==> src/rtl/mem_port_arbiter.sv <==
// Purpose: arbitrates one write requester (JTAG loader) and one read requester onto a single-port memory.
// Latency: grants are combinational in the request cycle; read data returns one cycle after the read grant.
// Backpressure: a denied requester holds its request; after MAX_WAIT denied read cycles the read wins.
//
// Ports:
//   clk_i, rst_ni                        clock, synchronous active-low reset
//   wr_req_i/wr_addr_i/wr_data_i         write request; wr_gnt_o accepts it this cycle
//   rd_req_i/rd_addr_i                   read request; rd_gnt_o accepts it this cycle
//   rd_valid_o/rd_data_o                 read response (rd_data_o holds the last response when idle)
//   mem_addr_o/mem_we_o/mem_data_o       memory command, mem_data_i is the registered read data
//   wr_count_o                           saturating count of granted writes
module mem_port_arbiter #(
    parameter int ADDR_W   = 10,
    parameter int DATA_W   = 8,
    parameter int MAX_WAIT = 4
) (
    input  logic              clk_i,
    input  logic              rst_ni,
    input  logic              wr_req_i,
    input  logic [ADDR_W-1:0] wr_addr_i,
    input  logic [DATA_W-1:0] wr_data_i,
    output logic              wr_gnt_o,
    input  logic              rd_req_i,
    input  logic [ADDR_W-1:0] rd_addr_i,
    output logic              rd_gnt_o,
    output logic              rd_valid_o,
    output logic [DATA_W-1:0] rd_data_o,
    output logic [ADDR_W-1:0] mem_addr_o,
    output logic              mem_we_o,
    output logic [DATA_W-1:0] mem_data_o,
    input  logic [DATA_W-1:0] mem_data_i,
    output logic [15:0]       wr_count_o
);

    localparam logic [3:0] MAX_WAIT_L = 4'(MAX_WAIT);

    logic [3:0]        wait_q;
    logic              forced;
    logic              rd_vld_q;
    logic [DATA_W-1:0] hold_q;
    logic [ADDR_W-1:0] last_addr_q;
    logic [15:0]       wr_cnt_q;

    // Forced-read mode is derived from the registered starvation counter, so
    // it clears together with the counter.
    assign forced = (wait_q >= MAX_WAIT_L);

    always_comb begin
        // Writes normally win; a starved read overrides a simultaneous write.
        // A write with no competing read is still granted in forced mode.
        wr_gnt_o = rst_ni & wr_req_i & ~(forced & rd_req_i);
        rd_gnt_o = rst_ni & rd_req_i & ~wr_gnt_o;
    end

    always_comb begin
        mem_addr_o = last_addr_q;
        mem_we_o   = 1'b0;
        mem_data_o = '0;
        if (wr_gnt_o) begin
            mem_addr_o = wr_addr_i;
            mem_we_o   = 1'b1;
            mem_data_o = wr_data_i;
        end else if (rd_gnt_o) begin
            mem_addr_o = rd_addr_i;
        end
    end

    always_ff @(posedge clk_i) begin
        if (!rst_ni) begin
            wait_q      <= '0;
            rd_vld_q    <= 1'b0;
            hold_q      <= '0;
            last_addr_q <= '0;
            wr_cnt_q    <= '0;
        end else begin
            // Count consecutive denied read cycles; any grant or idle read clears it.
            if (rd_req_i && !rd_gnt_o) begin
                if (wait_q != 4'hF) begin
                    wait_q <= wait_q + 4'd1;
                end
            end else begin
                wait_q <= '0;
            end

            rd_vld_q <= rd_gnt_o;
            if (rd_vld_q) begin
                hold_q <= mem_data_i;
            end

            if (wr_gnt_o) begin
                last_addr_q <= wr_addr_i;
                if (wr_cnt_q != 16'hFFFF) begin
                    wr_cnt_q <= wr_cnt_q + 16'd1;
                end
            end else if (rd_gnt_o) begin
                last_addr_q <= rd_addr_i;
            end
        end
    end

    // A valid pulse still in flight when reset asserts is suppressed at once.
    assign rd_valid_o = rd_vld_q & rst_ni;
    assign rd_data_o  = rd_valid_o ? mem_data_i : hold_q;
    assign wr_count_o = wr_cnt_q;

endmodule

==> config.mk <==
export PLATFORM = sky130hd
export DESIGN_NAME = mem_port_arbiter
export DESIGN_NICKNAME = d
export VERILOG_FILES = /design/src/rtl/mem_port_arbiter.sv
export SDC_FILE = /design/constraint.sdc
export NUM_CORES = 1
export LEC_CHECK = 0
export ABC_AREA = 1
export CAP_MARGIN = 20
export CORE_MARGIN = 5
export CORE_UTILIZATION = 41
export CTS_BUF_LIST = sky130_fd_sc_hd__clkbuf_8
export DETAILED_ROUTE_END_ITERATION = 10
export GPL_TIMING_DRIVEN = 0
export PLACE_DENSITY = 0.76
export SYNTH_ARGS = -nofsm -noshare
export SYNTH_HDL_FRONTEND = slang
export SYNTH_SLANG_ARGS = --single-unit
==> constraint.sdc <==
create_clock -name clk_i -period 3.19 [get_ports clk_i]
set_input_delay 0.4785 -clock clk_i [delete_from_list [all_inputs] [get_ports clk_i]]
set_output_delay 0.4785 -clock clk_i [all_outputs]
set_load 0.005 [all_outputs]
# == After elaboration in Yosys (flattened, before gate mapping) ==
# Index checks and enable logic that the tools add are counted.
# totals
elab_cells,27
ff_bits,39
output_inout_bits,46
input_bits,40
# classes
eq_ne,2
order_cmp,1
n_mux,5
bitwise,8
addsub,2
n_reduce_logical,4
# ops
cell,count
10-bit 2-to-1 mux,2
16-bit by 1-bit adder with 16-bit output (second input constant),1
8-bit 2-to-1 mux,2
16-bit != test (second input constant),1
1-bit AND,6
4-bit by 1-bit adder with 4-bit output (second input constant),1
4-bit by 3-bit >= comparator with 1-bit output (second input constant),1
4-bit != test (second input constant),1
2-bit AND reduction,2
1-bit NOT,2
1-bit logical AND,1
1-bit logical NOT,1
1-bit 2-to-1 mux,1

# == Depth between registers and ports, before layout ==
# depth
depth_word,9
ltp_mapped,10
depth_no_buf,10

# == Worst setup path after synthesis ==
# OpenSTA, ideal clock, no wires.
# synth_path
kind,in2out
from,input port rst_ni
to,output port mem_addr_o[8]
arrival_time_ns,1.262
slack_ns,1.450
stages,7
n_path_buf,2
cell_sequence,buf_4 -> nand2_2 -> inv_4 -> nand2_4 -> buf_2 -> o21ai_0 -> inv_1
# synth_between
elab_chain_len,6
elab_cells_between_ends,7
# synth_rtl
item,line_no,text
from (decl),18,"input logic rst_ni,"
1-bit AND (2 in series),51,wr_gnt_o = rst_ni & wr_req_i & ~(forced & rd_req_i);
1-bit NOT,52,rd_gnt_o = rst_ni & rd_req_i & ~wr_gnt_o;
1-bit AND,52,
10-bit 2-to-1 mux,--,
10-bit 2-to-1 mux *,--,
to (decl),28,"output logic [ADDR_W-1:0] mem_addr_o,"
# Every way passes the cells marked *; elsewhere a longest branch is shown, timed or not.

# == Worst setup path in the final report ==
# layout_path
from,input port rd_req_i
to,output port mem_addr_o[8]
# layout_between
elab_chain_len,7
elab_cells_between_ends,8
# layout_rtl
item,line_no,text
from (decl),23,"input logic rd_req_i,"
1-bit AND,51,
1-bit NOT,51,
1-bit AND,51,
1-bit NOT,52,
1-bit AND,52,
10-bit 2-to-1 mux,--,
10-bit 2-to-1 mux *,--,
# Marked as above.

==> impl_metrics.yaml <==
status:
  status: "finished clean"
detailed_routing:
  vias_per_cell: 4.77
  num_vias: 2368
  drc: 0
  first_pass_iters: 4
  wl_um: 5870
  wire_per_inst_um: 11.8
  final_antenna_net_count: 0
  first_iter_violations: 128
critical_path:
  crit_slowest_cell: "clkdlybuf4s50_1"
  path_max_fanout: 10
  worstRegToRegCells: 7
  path_buf_inv: 4
  critPathLaunchType: "input port"
  crit_chain: "clkdlybuf4s50_1 -> nand2_1 -> buf_2 -> nor2_1 -> o21ai_0 -> o21ai_0 -> inv_1 -> clkdlybuf4s50_1"
  cp_data_arrival_time_ns: 2.30
  cp_num_cells: 8
  crit_required_ns: 2.71
  slowest_delay_ns: 0.50
  path_class: "input port to output port"
  rr_endpoint: "wr_count_o[9]$_SDFFE_PN0P_"
  reg2reg_setup_slack_ns: 1.66
  end_kind: "output port"
  crit_family: "buffers and inverters"
  r2r_start: "wr_count_o[0]$_SDFFE_PN0P_"
grt:
  track_usage_pct: 16.7
  overflow: 0
  grt_antenna_before_repair: 0
  grt_pass1_vias: 2267
  grt_start_max_net_pins: 12
  grt_first_pass_wirelength_um: 9760
cts:
  cts_tree: "yes"
  cts_root_buffer: "clkbuf_8"
  cts_setup_buffers: 0
  ctsResizeCount: 0
  insertion_delay_ns: 0.29
  htreeDepth: 2
  cts_buffers: 5
  clockBufferDepth: 2
  clock_sinks: 39
  cts_hold_repair.buffers: 0
  path_clk_slew_ns: 0.07
final_layout:
  areaGrowthSynthToFinish_pct: 45.8
  mostFrequentLayoutCell: "clkdlybuf4s50_1"
  final_area_um2: 3210
  multi_input_area_um2: 1140
  final_cell_mix: "clkdlybuf4s50_1, nand2_1, nor2_1, inv_1, dfxtp_1"
  nets: 467
  antenna_cells: 0
  num-fill-cells: 474
  regArea_um2: 781
  drive_gt1_share_pct: 10.6
synth:
  yosysTopAreaCellShare_pct: 35.4
  yosysWarnings: 0
  synth_area_per_cell_um2: 6.60
  synthesis.area_um2: 2200
  synth_seq_area_share_pct: 35.4
  yosys-top-cells-area: "dfxtp_1, nand2_1, nor2_1"
  synth_top_cell_by_area: "dfxtp_1"
  synth_seq_cells: 39
  syn_nets: 376
  yosysUniqueCellTypes: 32
  synth_cells: 334
pwr:
  p_seq_share_pct: 49.0
  intPower_uw: 780
  power_frac_comb_pct: 21.0
  p_switching_uw: 270
  p_total_mw: 1.05
  p_leak_nw: 1.33
  ir_drop_mv: 0.217
  p_clk_share_pct: 30.0
  swShare_pct: 25.7
  power_density_nw_per_um2: 327
sta:
  final-setup-viol-count: 0
  fin_crit_ns: 2.78
  period_share_pct: 87.2
  finalWorstSetupSlack_ns: 0.407
  fmax_mhz: 359
  rsz0062_at_grt: "no"
  setup_tns_ns: 0
  fin_skew_ns: 0.00476
  maxSlewViolCount: 0
  hold_ws_ns: 0.466
  final_hold_viol_count: 0
run:
  drv_cap: 0
floorplanning:
  core-area_um2: 5170
  die_w_um: 83.3
  io_pins: 86
  fp.dieH_um: 83.3
  die-area_um2: 6940
  rows: 26
  initial_core_util_pct: 42.6
hold_path:
  hold_path_class: "register to register"
  hold_depth: 2
  min-delay-start: "hold_q[6]$_SDFFE_PN0P_"
  hold_path_end: "hold_q[6]$_SDFFE_PN0P_"
placement:
  dpl_cell_area_um2: 3130
  place_ws_ns: 0.384
  place.gp.congestion: 0.860
  dp_hpwl_um: 4610
  numPortBuffers: 84
layout make-up:
class                   count  area share, %
clock inverters             3          0.389
flip-flops and latches     39           24.3
clock buffers               5           2.14
repair buffers             84           26.2
well taps                  70           2.72
inverters                  51           6.07
plain buffers              14           2.76
multi-input cells         230           35.5
kinds of logic after synthesis:
| kind of cell | count (synthesis) | share of synthesized area [%] |
|---|---|---|
| simple gates | 171 | 36.3 |
| compound gates | 54 | 13.3 |
| fa+ha+maj | 2 | 1.13 |
| other cells | 1 | 0.170 |
| flops | 39 | 35.4 |
| buf+inv | 65 | 12.9 |
| xor+xnor | 2 | 0.795 |
metrics by stage:
| stage | util (%) | cells |
|---|---|---|
| CTS | 62.1 | 496 |
| floorplan | - | 334 |
| finish | 62.1 | 496 |
| global placement | 60.6 | 488 |
| detailed placement | 60.6 | 488 |
| global route | 62.1 | 496 |
cell usage after synthesis:
| library cell | count |
|---|---|
| a21oi_1 | 19 |
| a31oi_1 | 1 |
| buf_2 | 5 |
| buf_4 | 2 |
| buf_6 | 3 |
| clkbuf_1 | 4 |
| clkinv_1 | 1 |
| clkinv_2 | 1 |
| conb_1 | 1 |
| dfxtp_1 | 39 |
| ha_1 | 2 |
| inv_1 | 45 |
| inv_2 | 3 |
| inv_4 | 1 |
| nand2_1 | 61 |
| nand2_2 | 7 |
| nand2_4 | 3 |
| nand3_1 | 27 |
| nand3b_1 | 2 |
| nand4_1 | 2 |
| nand4_2 | 1 |
| nor2_1 | 56 |
| nor2_2 | 2 |
| nor2_4 | 6 |
| nor3_2 | 1 |
| o21ai_0 | 22 |
| o21ai_1 | 3 |
| o21ai_4 | 1 |
| o22ai_1 | 8 |
| or2_2 | 3 |
| xnor2_1 | 1 |
| xor2_1 | 1 |
power by group through the flow:
stage | registers [mW] | clock network [mW] | logic (mW)
floorplan | 0.524 | 0 | 0.0931
global placement | 0.525 | 0 | 0.219
detailed placement | 0.526 | 0 | 0.221
CTS | 0.514 | 0.322 | 0.223
global route | 0.516 | 0.341 | 0.245
finish | 0.514 | 0.315 | 0.220
state kept, by name (all words and copies together), names as in the netlist:
name and cells:
wait_q 4, hold_q 8, last_addr_q 10, rd_vld_q 1, wr_count_o 16
worst reg2reg max path: cells and delay by family (launching register included):
kind            cells  cell delay [ns]
simple gates        4             0.44
flops               1             0.41
fa+ha+maj           1             0.28
buf+inv             1             0.16
compound gates      1             0.14
routing by layer:
metal  track usage (%)  up-vias  share of wire [%]
li1                  -     1227                  -
met1              19.7     1045                 43
met2              26.7       88                 45
met3              7.52        8                 10
met4              5.79        0                1.1
met5                 0        -                  0
worst max path at each step:
stage	startpoint	end	slack, ns
after floorplan	rst_ni	mem_addr_o[8]	1.45
after global placement	rd_req_i	mem_addr_o[8]	0.39
after detailed placement	rd_req_i	mem_addr_o[8]	0.38
after CTS	rd_req_i	mem_addr_o[8]	0.37
after global routing	rd_req_i	mem_addr_o[8]	0.18
final	rd_req_i	mem_addr_o[8]	0.41
Power figures use the tool's default switching activity.
